**config.mk**
```make
export PLATFORM = sky130hd
export DESIGN_NAME = mem_arbiter
export DESIGN_NICKNAME = d
export VERILOG_FILES = /design/src/rtl/mem_arbiter.sv
export SDC_FILE = /design/constraint.sdc
export NUM_CORES = 1
export LEC_CHECK = 0
export CAP_MARGIN = 10
export CORE_AREA = 2 2 115 117
export CTS_CLUSTER_SIZE = 20
export DETAILED_ROUTE_END_ITERATION = 10
export DIE_AREA = 0 0 117 119
export PLACE_DENSITY = 0.59
export SLEW_MARGIN = 20
export SYNTH_ARGS = -nofsm -noshare
export SYNTH_HDL_FRONTEND = slang
export SYNTH_SLANG_ARGS = --single-unit
```
**constraint.sdc**
```tcl
create_clock -name clk -period 3.3 [get_ports clk]
set_input_delay 0.495 -clock clk [delete_from_list [all_inputs] [get_ports clk]]
set_output_delay 0.495 -clock clk [all_outputs]
set_load 0.005 [all_outputs]
```
**src/rtl/mem_arbiter.sv**
```systemverilog
// Two-requester round-robin arbiter with bounded bursts in front of one val/wait memory port.
// Optional perf counters are compiled in when MEM_ARBITER_PERF_EN is defined.
module mem_arbiter #(
    parameter int unsigned BURST_MAX = 1
) (
    input  logic        clk,
    input  logic        rst,
    input  logic        req0_val,
    output logic        req0_wait,
    input  logic        req0_type,
    input  logic [31:0] req0_addr,
    input  logic [31:0] req0_wdata,
    output logic [31:0] req0_rdata,
    input  logic        req1_val,
    output logic        req1_wait,
    input  logic        req1_type,
    input  logic [31:0] req1_addr,
    input  logic [31:0] req1_wdata,
    output logic [31:0] req1_rdata,
    output logic        mem_val,
    input  logic        mem_wait,
    output logic        mem_type,
    output logic [31:0] mem_addr,
    output logic [31:0] mem_wdata,
    input  logic [31:0] mem_rdata
`ifdef MEM_ARBITER_PERF_EN
    ,
    output logic [31:0] perf_done0,
    output logic [31:0] perf_done1,
    output logic [31:0] perf_conflict
`endif
);

    localparam logic [3:0] BURST_LIM = 4'(BURST_MAX);

    logic       lock;
    logic       lock_id;
    logic       last_id;
    logic [3:0] burst_cnt;

    logic       grant;
    logic       active;
    logic       done;

    // A held lock wins outright; otherwise a tie goes to last_id until its burst is used up.
    always_comb begin
        grant = 1'b0;
        if (lock) begin
            grant = lock_id;
        end else if (req0_val && req1_val) begin
            grant = (burst_cnt < BURST_LIM) ? last_id : ~last_id;
        end else if (req1_val) begin
            grant = 1'b1;
        end
    end

    // NOTE: reset is synchronous, so the port outputs are gated by rst combinationally
    // to keep memory idle and both requesters stalled during the reset cycle itself.
    assign active = ~rst & (grant ? req1_val : req0_val);
    assign done   = active & ~mem_wait;

    always_comb begin
        mem_val    = active;
        mem_type   = 1'b0;
        mem_addr   = 32'h0;
        mem_wdata  = 32'h0;
        req0_rdata = 32'h0;
        req1_rdata = 32'h0;
        if (active) begin
            mem_type  = grant ? req1_type  : req0_type;
            mem_addr  = grant ? req1_addr  : req0_addr;
            mem_wdata = grant ? req1_wdata : req0_wdata;
            if (!grant && !req0_type) req0_rdata = mem_rdata;
            if (grant && !req1_type)  req1_rdata = mem_rdata;
        end
    end

    always_comb begin
        req0_wait = 1'b0;
        req1_wait = 1'b0;
        if (rst) begin
            req0_wait = 1'b1;
            req1_wait = 1'b1;
        end else begin
            if (req0_val) req0_wait = grant ? 1'b1 : mem_wait;
            if (req1_val) req1_wait = grant ? mem_wait : 1'b1;
        end
    end

    // Lock follows "granted request stalled"; completion, a dropped val or reset all clear it.
    always_ff @(posedge clk) begin
        if (rst) begin
            lock      <= 1'b0;
            lock_id   <= 1'b0;
            last_id   <= 1'b1;
            burst_cnt <= BURST_LIM;
        end else begin
            lock <= active & mem_wait;
            if (active && mem_wait) lock_id <= grant;
            if (done) begin
                if (grant == last_id) begin
                    if (burst_cnt != 4'hf) burst_cnt <= burst_cnt + 4'd1;
                end else begin
                    last_id   <= grant;
                    burst_cnt <= 4'd1;
                end
            end
        end
    end

`ifdef MEM_ARBITER_PERF_EN
    always_ff @(posedge clk) begin
        if (rst) begin
            perf_done0    <= 32'h0;
            perf_done1    <= 32'h0;
            perf_conflict <= 32'h0;
        end else begin
            if (done && !grant) perf_done0 <= perf_done0 + 32'd1;
            if (done && grant)  perf_done1 <= perf_done1 + 32'd1;
            if (req0_val && req1_val) perf_conflict <= perf_conflict + 32'd1;
        end
    end
`endif

    // Dropping val while locked is a requester protocol violation.
    a_locked_val_held: assert property (
        @(posedge clk) disable iff (rst) lock |-> (lock_id ? req1_val : req0_val)
    );

endmodule
```
==> metrics.md <==
| Metric | Value |
|---|---|
| Result of the run | finished, final reports clean |
| Top area cells in the synthesized netlist | mux2i_1, nand2_1, nor3b_2 |
| Fill cell total of the finished layout | 1304 |
| Comb power frac | roughly 71% |
| Chip height | 119 microns |
| Setup Total Neg Slack | 0 ns |
| Area of the mapped netlist | 2379 sq um |
| Wire length of the first global-routing pass | 17680 microns |
| Clock sink total | 7 |
| Count of cells along the worst register-to-register path | 7 |
| Synth Area per Inst | 6.644 sq um |
| Number of nets with antenna violations after routing | 0 |
| Final clock skew | between 0.0007 and 0.0008 ns |
| Total Power Consumption | 1.054 mW |
| Vias in the first global route | approximately 3500 |
| Number of flip-flops and latches in the synthesized netlist | 7 |
| Required @ worst endpoint | 2.80 ns |
| Kind of start point of the critical path | input pin |
| Setup CP Type | in -> out |
| Hold WC Path Type | reg -> reg |
| Multi-input logic area | a little over 2000 sq um |
| Share of the clock period used by the worst path after layout | 97.69% |
| Layout cells sized above 1 | 7.740% |
| Sequential area share after synthesis | under 10% |
| Minimum clock period after layout | 3.224 ns |
| Library cells used by synthesis | 40 |
| Power share of the clock group | 19.5% |
| Final Max Tran Viols | 0 |
| Largest net degree at the start of global routing | 64 |
| Starting Density | 18.47% |
| Peak VDD IR | about 120 uV |
| Net switching share of the total power | 31.44% |
| Violation count after the first detailed-route iteration | 116 |
| Avg WL per Cell | 15.23 microns |
| Synthesized instance count | 358 |
| Number of antenna violations at the first check in global routing | 0 |
| Weighted congestion reported at the end of routability-driven placement | 0.8349 |
| CTS Buf Count | 3 |
| Reg-to-reg startpoint | lock$_SDFF_PP0_ |
| DR DRC count | 0 |
| PnR worst setup slack | ~0.076 ns |
| Post-layout net count | 816 |
| Ys async rst share | 0% |
| Number of buffers added to fix hold violations after cts | 0 |
| Wire length after detailed routing | 12520 microns |
| Pre-CTS worst setup slack | about 0.091 ns |
| Clock root buffer | clkbuf_16 |
| Static power due to leakage | 2.160 nW |
| Mean number of vias per cell | 4.342 |
| Kind of capture point of the worst setup path | primary output |
| IO buf count | 298 |
| Area of all sequential standard cells | 141.4 sq um |
| Pwr dens | 182.1 nW/um^2 |
| Endpoints failing hold | 0 |
| Count of vias placed by the detailed router | around 3600 |
| Critical Path Source | req0_val |
| Top-level port count | ~300 |
| H-tree depth | 1 |
| Post-synth top flop | dfxtp_1 |
| Final standard cell utilization of the core | 44.97% |
| Signed area change from the synthesized netlist to the final layout | 143.4% |
| Area share of the leading cell type in the synthesized netlist | between 20 and 30% |
| Achievable Freq | 310.2 MHz |
| Net Count, Synth | approximately 530 |
| Clock latency on the worst-skew pair | 0.23 ns |
| Gr usage total | between 15 and 20% |
| Setup slack on the worst flop-to-flop path | 1.37 ns |
| Area of the core region | 12870 sq um |
| Die area | 13920 sq um |
| Reg2reg end | burst_cnt[2]$_SDFFE_PP0P_ |
| Die width | 117 microns |
| Number of synthesized flops with an enable pin | 0 |
| Critical Path End | req1_rdata[29] |
| Post-Route Hold Slack | around 0.55 ns |
| Crit Path Max Fanout | 32 |
| P_int | 723.0 uW |
| Number of warnings issued by yosys | 0 |
| Placement Rows | 42 |
| Seq pwr share | 9.4% |
| Worst-margin pin slew | 0.4663 ns |
| Max-Cap Viols | 0 |
| Hpwl dp | roughly 10000 microns |
| Clock-pin slew on the worst setup and hold paths | 0.04 ns |
| Total net switching power | 331.5 uW |
| First drt pass iteration count | 4 |
| Deepest clock path buffer count | 2 |
| Data arrival time of the critical path | 2.73 ns |
| Diodes inserted | 0 |
| Unrepaired setup endpoints after global routing | no |
| Cell taking the most area after synthesis | mux2i_1 |
| Clock tree from TritonCTS | built |
| Worst slew margin | 68.88% |
| Number of endpoints failing setup at the final stage | 0 |
| Remaining global-route overflow | 0 |
==> through the flow <==
step,cell area [sq um],std cells
2_1_floorplan,2379,358
3_5_place_dp,5603,814
6_report,5789,822
3_3_place_gp,5603,814
5_1_grt,5789,822
4_1_cts,5689,818
==> state kept, by name (all words and copies together), names as in the netlist <==
register / cells
lock: 1
lock_id: 1
burst_cnt: 4
last_id: 1
==> final cells by class <==
class                      instances  share of cell area (%)
timing repair buffer             315                   55.80
sequential                         7                   2.442
clock buffer                       4                   1.362
multi-input combinational        311                   35.92
tap                              176                   3.804
inverter                           9                  0.6700
==> worst min path at each step <==
stage | from | to | slack [ns] | cells after the start
after CTS | lock_id$_SDFFE_PP0P_ | lock_id$_SDFFE_PP0P_ | 0.54 | 2
after detailed placement | lock_id$_SDFFE_PP0P_ | lock_id$_SDFFE_PP0P_ | 0.54 | 2
after global routing | burst_cnt[0]$_SDFFE_PP1P_ | burst_cnt[0]$_SDFFE_PP1P_ | 0.60 | 2
final | lock_id$_SDFFE_PP0P_ | lock_id$_SDFFE_PP0P_ | 0.55 | 2
after floorplan | lock_id$_SDFFE_PP0P_ | lock_id$_SDFFE_PP0P_ | 0.49 | 2
after global placement | lock_id$_SDFFE_PP0P_ | lock_id$_SDFFE_PP0P_ | 0.52 | 2
==> cells in the mapped netlist (all sizes together), types with 3 or more instances <==
cell type  number
clkbuf         13
nand2         135
inv             9
dfxtp           7
nand2b          3
and2           32
nor2            4
nor3b          34
mux2i          66
o211ai          3
nand3           5
buf            18
o21ai           3
==> metal layers <==
| layer | GRT usage, % | up-vias | share of wire [%] |
|---|---|---|---|
| li1 | - | 1780 | - |
| met1 | 17.65 | 1589 | 39 |
| met2 | 30.02 | 192 | 50 |
| met3 | 4.173 | 8 | 10 |
| met4 | 2.500 | 0 | 0.91 |
| met5 | 0 | - | 0 |
==> critical path, stage by stage <==
cell	delay, ns
clkdlybuf4s50_1	0.51
or3b_1	0.43
o211ai_2	0.14
clkinv_4	0.16
o2111a_1	0.19
buf_12	0.16
and2_1	0.16
clkdlybuf4s50_1	0.47
==> logic make-up (layout without fill, tap and decap cells) <==
family / Yosys count / after routing / share of synthesized area (%)
AND/OR/NAND/NOR: 220 / 220 / 49.61
AO/OA/AOI/OAI: 21 / 21 / 6.891
adder cells (fa/ha/maj): 2 / 2 / 1.052
buffers and inverters: 40 / 328 / 8.048
multiplexers: 66 / 66 / 27.77
XOR/XNOR: 2 / 2 / 0.7366
flip-flops: 7 / 7 / 5.891
==> placed cells by master, fill, tap and decap left out, types with 4 or more instances in the layout <==
cell type,Yosys,final
and2_1,32,32
buf_12,0,7
buf_4,0,9
clkbuf_16,0,5
clkdlybuf4s50_1,0,297
dfxtp_1,7,6
inv_1,8,8
mux2i_1,66,65
nand2_1,135,135
nand3_1,5,5
nor2_1,4,4
nor3b_1,14,12
nor3b_2,20,22
==> power by group through the flow <==
stage / logic [mW] / clock network [mW] / registers, mW
3_3_place_gp: 0.727 / 0 / 0.0987
4_1_cts: 0.738 / 0.208 / 0.0987
6_report: 0.749 / 0.206 / 0.0994
2_1_floorplan: 0.279 / 0 / 0.0974
5_1_grt: 0.810 / 0.215 / 0.101
3_5_place_dp: 0.730 / 0 / 0.0994
==> timing repair <==
action	4_1_cts	5_1_grt
setup endpoints to repair	4	34
setup buffers	0	2
resized for setup	1	7
cloned	0	2
Note: power is estimated with default switching activity, not from simulation.
